## src/rtl/hazard_ctrl_unit.sv

```systemverilog
// Pipeline hazard control: load-use stalling, EX forwarding, branch flush and data-memory freeze.
// Optional performance counters are included when HAZARD_PERF_CNT_EN is defined.
module hazard_ctrl_unit #(
    parameter int REG_W       = 5,
    parameter int ZERO_REG    = 31,
    parameter int LOAD_LAT    = 1,
    parameter int MEM_TIMEOUT = 64
) (
    input  logic             clk,
    input  logic             reset,
    input  logic [REG_W-1:0] id_rs1,
    input  logic [REG_W-1:0] id_rs2,
    input  logic             id_use_rs1,
    input  logic             id_use_rs2,
    input  logic [REG_W-1:0] ex_rs1,
    input  logic [REG_W-1:0] ex_rs2,
    input  logic [REG_W-1:0] ex_rd,
    input  logic             ex_memread,
    input  logic [REG_W-1:0] mem_rd,
    input  logic             mem_regwrite,
    input  logic [REG_W-1:0] wb_rd,
    input  logic             wb_regwrite,
    input  logic             branch_taken,
    input  logic             dm_req,
    input  logic             dm_ready,
    output logic             pc_en,
    output logic             id_bubble,
    output logic             flush_if_id,
    output logic             flush_id_ex,
    output logic             flush_ex_mem,
    output logic [1:0]       forwardA,
    output logic [1:0]       forwardB,
`ifdef HAZARD_PERF_CNT_EN
    output logic [31:0]      stall_cycles,
    output logic [31:0]      flush_events,
    output logic [31:0]      wait_cycles,
`endif
    output logic             mem_err
);

    localparam int                WAIT_W   = $clog2(MEM_TIMEOUT + 1);
    localparam logic [REG_W-1:0]  ZERO     = REG_W'(ZERO_REG);
    localparam logic [3:0]        LAT_M1   = 4'(LOAD_LAT - 1);
    localparam logic [WAIT_W-1:0] WAIT_MAX = WAIT_W'(MEM_TIMEOUT);

    typedef enum logic {
        RUN,
        LOAD_STALL
    } state_t;

    state_t            state, state_nxt;
    logic [3:0]        bub_cnt, bub_cnt_nxt;
    logic [WAIT_W-1:0] wait_cnt, wait_cnt_nxt;
    logic              freeze;
    logic              hazard;

    assign freeze = dm_req & ~dm_ready;
    assign hazard = ex_memread & (ex_rd != ZERO) &
                    ((id_use_rs1 & (id_rs1 == ex_rd)) | (id_use_rs2 & (id_rs2 == ex_rd)));

    // NOTE: sequential state uses non-blocking assignments so every register samples pre-edge values.
    always_ff @(posedge clk) begin
        if (reset) begin
            state    <= RUN;
            bub_cnt  <= '0;
            wait_cnt <= '0;
            mem_err  <= 1'b0;
        end else begin
            state    <= state_nxt;
            bub_cnt  <= bub_cnt_nxt;
            wait_cnt <= wait_cnt_nxt;
            if (freeze && (wait_cnt_nxt == WAIT_MAX)) begin
                mem_err <= 1'b1;
            end
        end
    end

    // NOTE: every combinational output gets a default first so no latch is inferred.
    always_comb begin
        state_nxt   = state;
        bub_cnt_nxt = bub_cnt;
        if (freeze) begin
            state_nxt   = state;
            bub_cnt_nxt = bub_cnt;
        end else if (branch_taken) begin
            state_nxt   = RUN;
            bub_cnt_nxt = '0;
        end else begin
            case (state)
                RUN: begin
                    if (hazard && (LOAD_LAT > 1)) begin
                        state_nxt   = LOAD_STALL;
                        bub_cnt_nxt = LAT_M1;
                    end
                end
                LOAD_STALL: begin
                    if (bub_cnt == 4'd1) begin
                        state_nxt   = RUN;
                        bub_cnt_nxt = '0;
                    end else begin
                        bub_cnt_nxt = bub_cnt - 4'd1;
                    end
                end
                default: begin
                    state_nxt   = RUN;
                    bub_cnt_nxt = '0;
                end
            endcase
        end
    end

    // Wait counter tracks consecutive frozen cycles and saturates so mem_err stays meaningful.
    always_comb begin
        wait_cnt_nxt = '0;
        if (freeze) begin
            wait_cnt_nxt = (wait_cnt == WAIT_MAX) ? wait_cnt : wait_cnt + WAIT_W'(1);
        end
    end

    always_comb begin
        pc_en        = 1'b1;
        id_bubble    = 1'b0;
        flush_if_id  = 1'b0;
        flush_id_ex  = 1'b0;
        flush_ex_mem = 1'b0;
        if (freeze) begin
            pc_en = 1'b0;
        end else if (branch_taken) begin
            flush_if_id  = 1'b1;
            flush_id_ex  = 1'b1;
            flush_ex_mem = 1'b1;
        end else if ((state == LOAD_STALL) || hazard) begin
            pc_en     = 1'b0;
            id_bubble = 1'b1;
        end
    end

    // Forwarding is independent of stall/freeze; MEM result is newer than WB so it wins.
    always_comb begin
        forwardA = 2'b00;
        if (mem_regwrite && (mem_rd == ex_rs1) && (mem_rd != ZERO)) begin
            forwardA = 2'b10;
        end else if (wb_regwrite && (wb_rd == ex_rs1) && (wb_rd != ZERO)) begin
            forwardA = 2'b01;
        end
    end

    always_comb begin
        forwardB = 2'b00;
        if (mem_regwrite && (mem_rd == ex_rs2) && (mem_rd != ZERO)) begin
            forwardB = 2'b10;
        end else if (wb_regwrite && (wb_rd == ex_rs2) && (wb_rd != ZERO)) begin
            forwardB = 2'b01;
        end
    end

`ifdef HAZARD_PERF_CNT_EN
    always_ff @(posedge clk) begin
        if (reset) begin
            stall_cycles <= '0;
            flush_events <= '0;
            wait_cycles  <= '0;
        end else begin
            if (id_bubble) begin
                stall_cycles <= stall_cycles + 32'd1;
            end
            if (!freeze && branch_taken) begin
                flush_events <= flush_events + 32'd1;
            end
            if (freeze) begin
                wait_cycles <= wait_cycles + 32'd1;
            end
        end
    end
`endif

endmodule

```

## config.mk

```make
export PLATFORM = sky130hd
export DESIGN_NAME = hazard_ctrl_unit
export DESIGN_NICKNAME = d
export VERILOG_FILES = /design/src/rtl/hazard_ctrl_unit.sv
export SDC_FILE = /design/constraint.sdc
export NUM_CORES = 1
export LEC_CHECK = 0
export ABC_AREA = 1
export BUFFER_PORTS_ARGS = -buffer_cell sky130_fd_sc_hd__buf_4
export CORE_MARGIN = 2
export CORE_UTILIZATION = 51
export DETAILED_ROUTE_END_ITERATION = 7
export GPL_TIMING_DRIVEN = 0
export PLACE_DENSITY_LB_ADDON = 0.3
export SLEW_MARGIN = 30
export SYNTH_ARGS = -nofsm -noshare
export SYNTH_HDL_FRONTEND = slang
export SYNTH_SLANG_ARGS = --single-unit
export TNS_END_PERCENT = 20
```

## constraint.sdc

```tcl
create_clock -name clk -period 4.05 [get_ports clk]
set_input_delay 0.405 -clock clk [delete_from_list [all_inputs] [get_ports clk]]
set_output_delay 0.405 -clock clk [all_outputs]
set_load 0.005 [all_outputs]
```

## Yosys cells after proc, flatten, opt, wreduce, memory -nomap -nowiden

Index checks and enable logic that the tools add are counted.

| storage, ports and cells | value |
|---|---|
| register bits after elaboration | 13 |
| input bits | 45 |
| output and inout bits | 10 |

| cells by class | value |
|---|---|
| multiplexer cells | 20 |
| bitwise gates (word level) | 8 |
| reduce and logical (&&, ||, !) cells | 12 |
| equality and inequality tests | 12 |
| add/subtract/negate cells | 2 |

Operator list:

| cell | number |
|---|---|
| == test 5 bit | 6 |
| inequality test 5 bit, second input constant | 3 |
| == test 7 bit, second input constant | 2 |
| two-way mux 7 bit | 2 |
| two-way mux 1 bit | 13 |
| two-way mux 4 bit | 3 |
| logical AND 1 bit | 9 |
| adder 7 x 1 -> 7 bit, second input constant | 1 |
| bitwise AND 1 bit | 5 |
| == test 4 x 1 -> 1 bit, second input constant | 1 |
| two-way mux 2 bit | 2 |
| subtractor 4 x 1 -> 4 bit, second input constant | 1 |
| NOT 1 bit | 2 |
| AND reduction 2 bit | 1 |
| nonzero test 2 bit | 1 |
| logical OR 1 bit | 1 |
| OR 1 bit | 1 |

## Depth between registers and ports, before layout

| logic depth | value |
|---|---|
| word-level depth | 8 |
| gate-level depth with buffers | 11 |
| depth with buffers taken out | 11 |

## Worst setup path before layout

No wires, ideal clock.

| timing | value |
|---|---|
| path type | input to output |
| start point | input ex_rd[2] |
| end point | output id_bubble |
| data required time | 3.645 ns |
| path slack | 2.637 ns |
| arrival time | 1.008 ns |
| stages | 10 |
| buffers on the path | 0 |
| path through | inv_1 > nand2_1 > o21ai_0 > nor2_1 > nand3_1 > nand2_1 > nand2_1 > nand2_1 > nand2_1 > nor2_1 |

| on the way | value |
|---|---|
| longest elaborated chain between the ends | 8 |

RTL lines:

| item | line | RTL |
|---|---|---|
| from (decl) | 17 | `input logic [REG_W-1:0] ex_rd,` |
| == test 5 bit | 59 | `((id_use_rs1 & (id_rs1 == ex_rd)) \| (id_use_rs2 & (id_rs2 == ex_rd)));` |
| bitwise AND 1 bit | 59 |  |
| OR 1 bit | 59 |  |
| bitwise AND 1 bit * | 58 | `assign hazard = ex_memread & (ex_rd != ZERO) &` |
| logical OR 1 bit * | 132 | `end else if ((state == LOAD_STALL) \|\| hazard) begin` |
| two-way mux 1 bit * | 132 |  |
| two-way mux 1 bit * | 128 | `end else if (branch_taken) begin` |
| two-way mux 1 bit * | 126 | `if (freeze) begin` |
| to (decl) | 27 | `output logic id_bubble,` |

Mark *: on every way between the ends. The rest lies on a longest branch, timed or not.

## Final worst setup path

| timing | value |
|---|---|
| start point | input wb_rd[4] |
| end point | output forwardB[0] |

| on the way | value |
|---|---|
| longest elaborated chain between the ends | 5 |

RTL lines:

| item | line | RTL |
|---|---|---|
| from (decl) | 21 | `input logic [REG_W-1:0] wb_rd,` |
| == test 5 bit | 152 | `end else if (wb_regwrite && (wb_rd == ex_rs2) && (wb_rd != ZERO)) begin` |
| logical AND 1 bit | 152 |  |
| logical AND 1 bit * | 152 |  |
| two-way mux 1 bit * | 152 |  |
| two-way mux 2 bit * | 150 | `if (mem_regwrite && (mem_rd == ex_rs2) && (mem_rd != ZERO)) begin` |
| to (decl) | 32 | `output logic [1:0] forwardB,` |

Marked as above.

==> results.md <==
* Worst-path cell with the longest stage delay: a211oi_1
* Row count at 18
* Xor and xnor fraction of the mapped netlist area at 9.64%
* Pwr dens at 187 nW/µm²
* Top cells by area in the synthesized netlist: dfxtp_1 (20%), nand2_1 (14%), nor2_1 (10%)
* Number of standard cells after synthesis at 210
* Final estimated routing congestion in global placement at 0.926
* Max-slew violation total from the final report at 0
* First-pass GRT wire length at 5020 µm
* Via density at 4.98
* Result of the run: completed
* Multiplexer area fraction after synthesis at 0%
* Die area at 2910 µm²
* Ys Warns at 0
* Starting Density at 52.8%
* Gates resized, CTS repair at 0
* CP startpoint: wb_rd[4]
* Overall die height at 54.0 µm
* CP cell instances: buf_4 -> inv_1 -> or2_2 -> nand2_1 -> a211oi_1 -> nand3_1 -> nor2_1 -> buf_4
* Setup repair after global routing missed its margin: no
* TritonCTS sink count at 13
* Worst-path clk slew at 0.09 ns
* Yosys top cell by area: dfxtp_1
* Leakage at 0.903 nW
* Crit path arrival time at 1.32 ns
* DP Cell Count at 294
* Critical path startpoint category: input pin
* # nets final at 318
* Root Driver: clkbuf_4
* Max-slew headroom at the worst pin at 76.2%
* R2r startpoint: wait_cnt[0]
* Min-delay worst type: input pin to flop
* Total grt overflow at 0
* Cell area after synthesis at 1270 µm²
* Post-CTS setup buffer count at 0
* Simple-gate portion of the synthesized area at 40.0%
* Drt pass-1 iters at 4
* Number of top-level design ports at 55
* Antenna diodes at 0
* Finished Layout Cells at 298
* Setup_tns at 0 ns
* Cell depth of the worst setup path at 8
* Fraction of the cycle the final worst path needs at 42.7%
* Vias in the first global route at 1277
* Depth of the worst register-to-register path at 11
* Global-route total usage across every layer at 23.2%
* TritonCTS clock tree: yes
* Total buffers and inverters traversed by the critical path at 3
* H-tree depth at 1
* Depth of the worst hold-timing path at 2
* Layout Area Growth over Synthesis at 36.9%
* Pin count of the biggest net entering global routing at 11
* Post-route DRC at 0
* Top-area cell type share of the netlist area at 20.5%
* Iteration-0 DRC count of the detailed router at 55
* Post-layout min period at 1.73 ns
* Count of distinct cell types in the synthesized netlist at 31
* Final cell utilization of the core at 72.3%
* Crit path max fanout at 3
* Worst skew pair latency at 0.30 ns
* Cell area after placement at 1720 µm²
* Post-synthesis sequential area ratio at 20.5%
* Syn_nets at 259
* Area inside the core boundary at 2410 µm²
* Maximum clock skew at final layout at 0.00587 ns
* Antenna-violating nets left at 0
* Final hold viol count at 0
* Worst hold start: reset
* Chip width at 54.0 µm
* Maximum buffer depth of the clock tree at 2
* Worst path max stage delay at 0.26 ns
* Class of the most critical setup path: input pin to output port
* Post-Synthesis Mean Instance Area at 6.06 µm²
* Max Cap Violations at 0
* Worst-Margin Slew at 0.354 ns
* Layout cell share with drive strength beyond 1 at 28.4%
* Final HPWL from detailed placement at 2630 µm
* Average routed wire per standard cell at 10.9 µm
* Cell seen most often among critical-path stages: buf_4
* Count of endpoints failing setup in the final report at 0
* Adder-cell share of the synthesized area at 3.93%
* Hold Buf Count CTS at 0
* Combinational family with the most area after synthesis: simple AND/OR/NAND/NOR gates
* Number of buffers created by CTS at 3
* Highest clock rate at 579 MHz
* Final Instance Area at 1740 µm²
* Post-synthesis sequential element count at 13
* Count of buffers inserted at the top-level ports at 54
* Setup crit end kind: output port
* Worst VDD drop at 0.000207 V
* Vias after detailed routing at 1485
* Data required time at the worst endpoint at 3.64 ns
* Complex-gate fraction of the synthesized area at 12.9%
* Top Family by Delay on Critical Path: simple AND/OR/NAND/NOR gates
* Total wirelength of the detailed-routed design at 3250 µm
* Antenna violations before repair at 0
[routing by layer]
metal,global-route usage [%],vias up,wire (µm)
li1,-,783,-
met4,9.40,0,49
met1,26.8,638,1430
met2,42.9,59,1520
met3,2.22,5,255
met5,0,-,0
[metrics by stage]
| step | power, mW | hold WS (ns) | setup WS, ns |
|---|---|---|---|
| 6_report | 0.326 | 0.295 | 2.32 |
| 5_1_grt | 0.339 | 0.315 | 2.10 |
| 4_1_cts | 0.325 | 0.297 | 2.31 |
| 3_5_place_dp | 0.241 | 0.454 | 2.33 |
| 3_3_place_gp | 0.239 | 0.452 | 2.32 |
| 2_1_floorplan | 0.185 | 0.444 | 2.64 |
[cells in the mapped netlist]
cell type / instances
inv_1: 28
buf_2: 1
o22ai_1: 1
nand3b_1: 1
a21oi_1: 5
a211oi_1: 4
clkinv_1: 2
o21a_1: 1
nand3_2: 3
nor3_1: 4
nor2_1: 35
xnor2_1: 2
o21ai_0: 6
a31oi_1: 1
inv_2: 3
nand2_1: 48
dfxtp_1: 13
buf_6: 2
a21oi_2: 1
xor2_1: 12
o2111ai_1: 2
a21o_1: 1
buf_4: 2
or2_2: 2
nor2_2: 4
o21ai_2: 1
a221oi_1: 1
nand3_1: 13
o21bai_1: 1
nand4_1: 6
ha_1: 4
[worst reg2reg max path, delay by kind of cell, from the launching register on]
kind	cells	cell delay, ns
fa+ha+maj	1	0.20
compound gates	1	0.10
flops	1	0.42
simple gates	7	0.53
buf+inv	2	0.15
[registers in the layout (all words and copies together), names as in the netlist]
signal and flops:
wait_cnt 7, bub_cnt 4, mem_err 1, state 1
[cell usage in the layout, fill, tap and decap left out, types with 2 or more instances in the layout]
master     instances
inv_1             28
nor3_1             4
a21oi_1            5
clkbuf_4           3
ha_1               4
buf_6              2
nand3_2            3
clkinv_1           2
buf_4             56
o2111ai_1          2
inv_2              3
a211oi_1           4
nand3_1           13
nand2_1           48
xor2_1            12
o21ai_0            6
nor2_2             4
nand4_1            6
xnor2_1            2
dfxtp_1           13
nor2_1            35
or2_2              2
[worst paths after layout]
check	slack (ns)	endpoint
max	2.32	forwardB[0]
min	0.29	wait_cnt[0]
max reg2reg	2.59	mem_err
min reg2reg	0.47	mem_err
[area by class of cell]
class | instances | area, µm²
timing repair buffer | 54 | 405
multi-input combinational | 159 | 846
fill | 209 | 668
sequential | 13 | 260
inverter | 33 | 124
tap | 30 | 37.5
buffer | 5 | 42.5
clock buffer | 4 | 26.3
[where the power goes]
group	internal, mW	switching (mW)	total [mW]	leakage (nW)
sequential	0.130	0.00117	0.131	0.105
combinational	0.0567	0.0505	0.107	0.783
clock	0.0384	0.0491	0.0875	0.0150
total	0.225	0.101	0.326	0.903
[cells by family after synthesis]
kind of cell | Yosys count
flip-flops | 13
AND/OR/NAND/NOR | 116
AO/OA/AOI/OAI | 25
adder cells (fa/ha/maj) | 4
XOR/XNOR | 14
buffers and inverters | 38
Power figures use the tool's default switching activity.
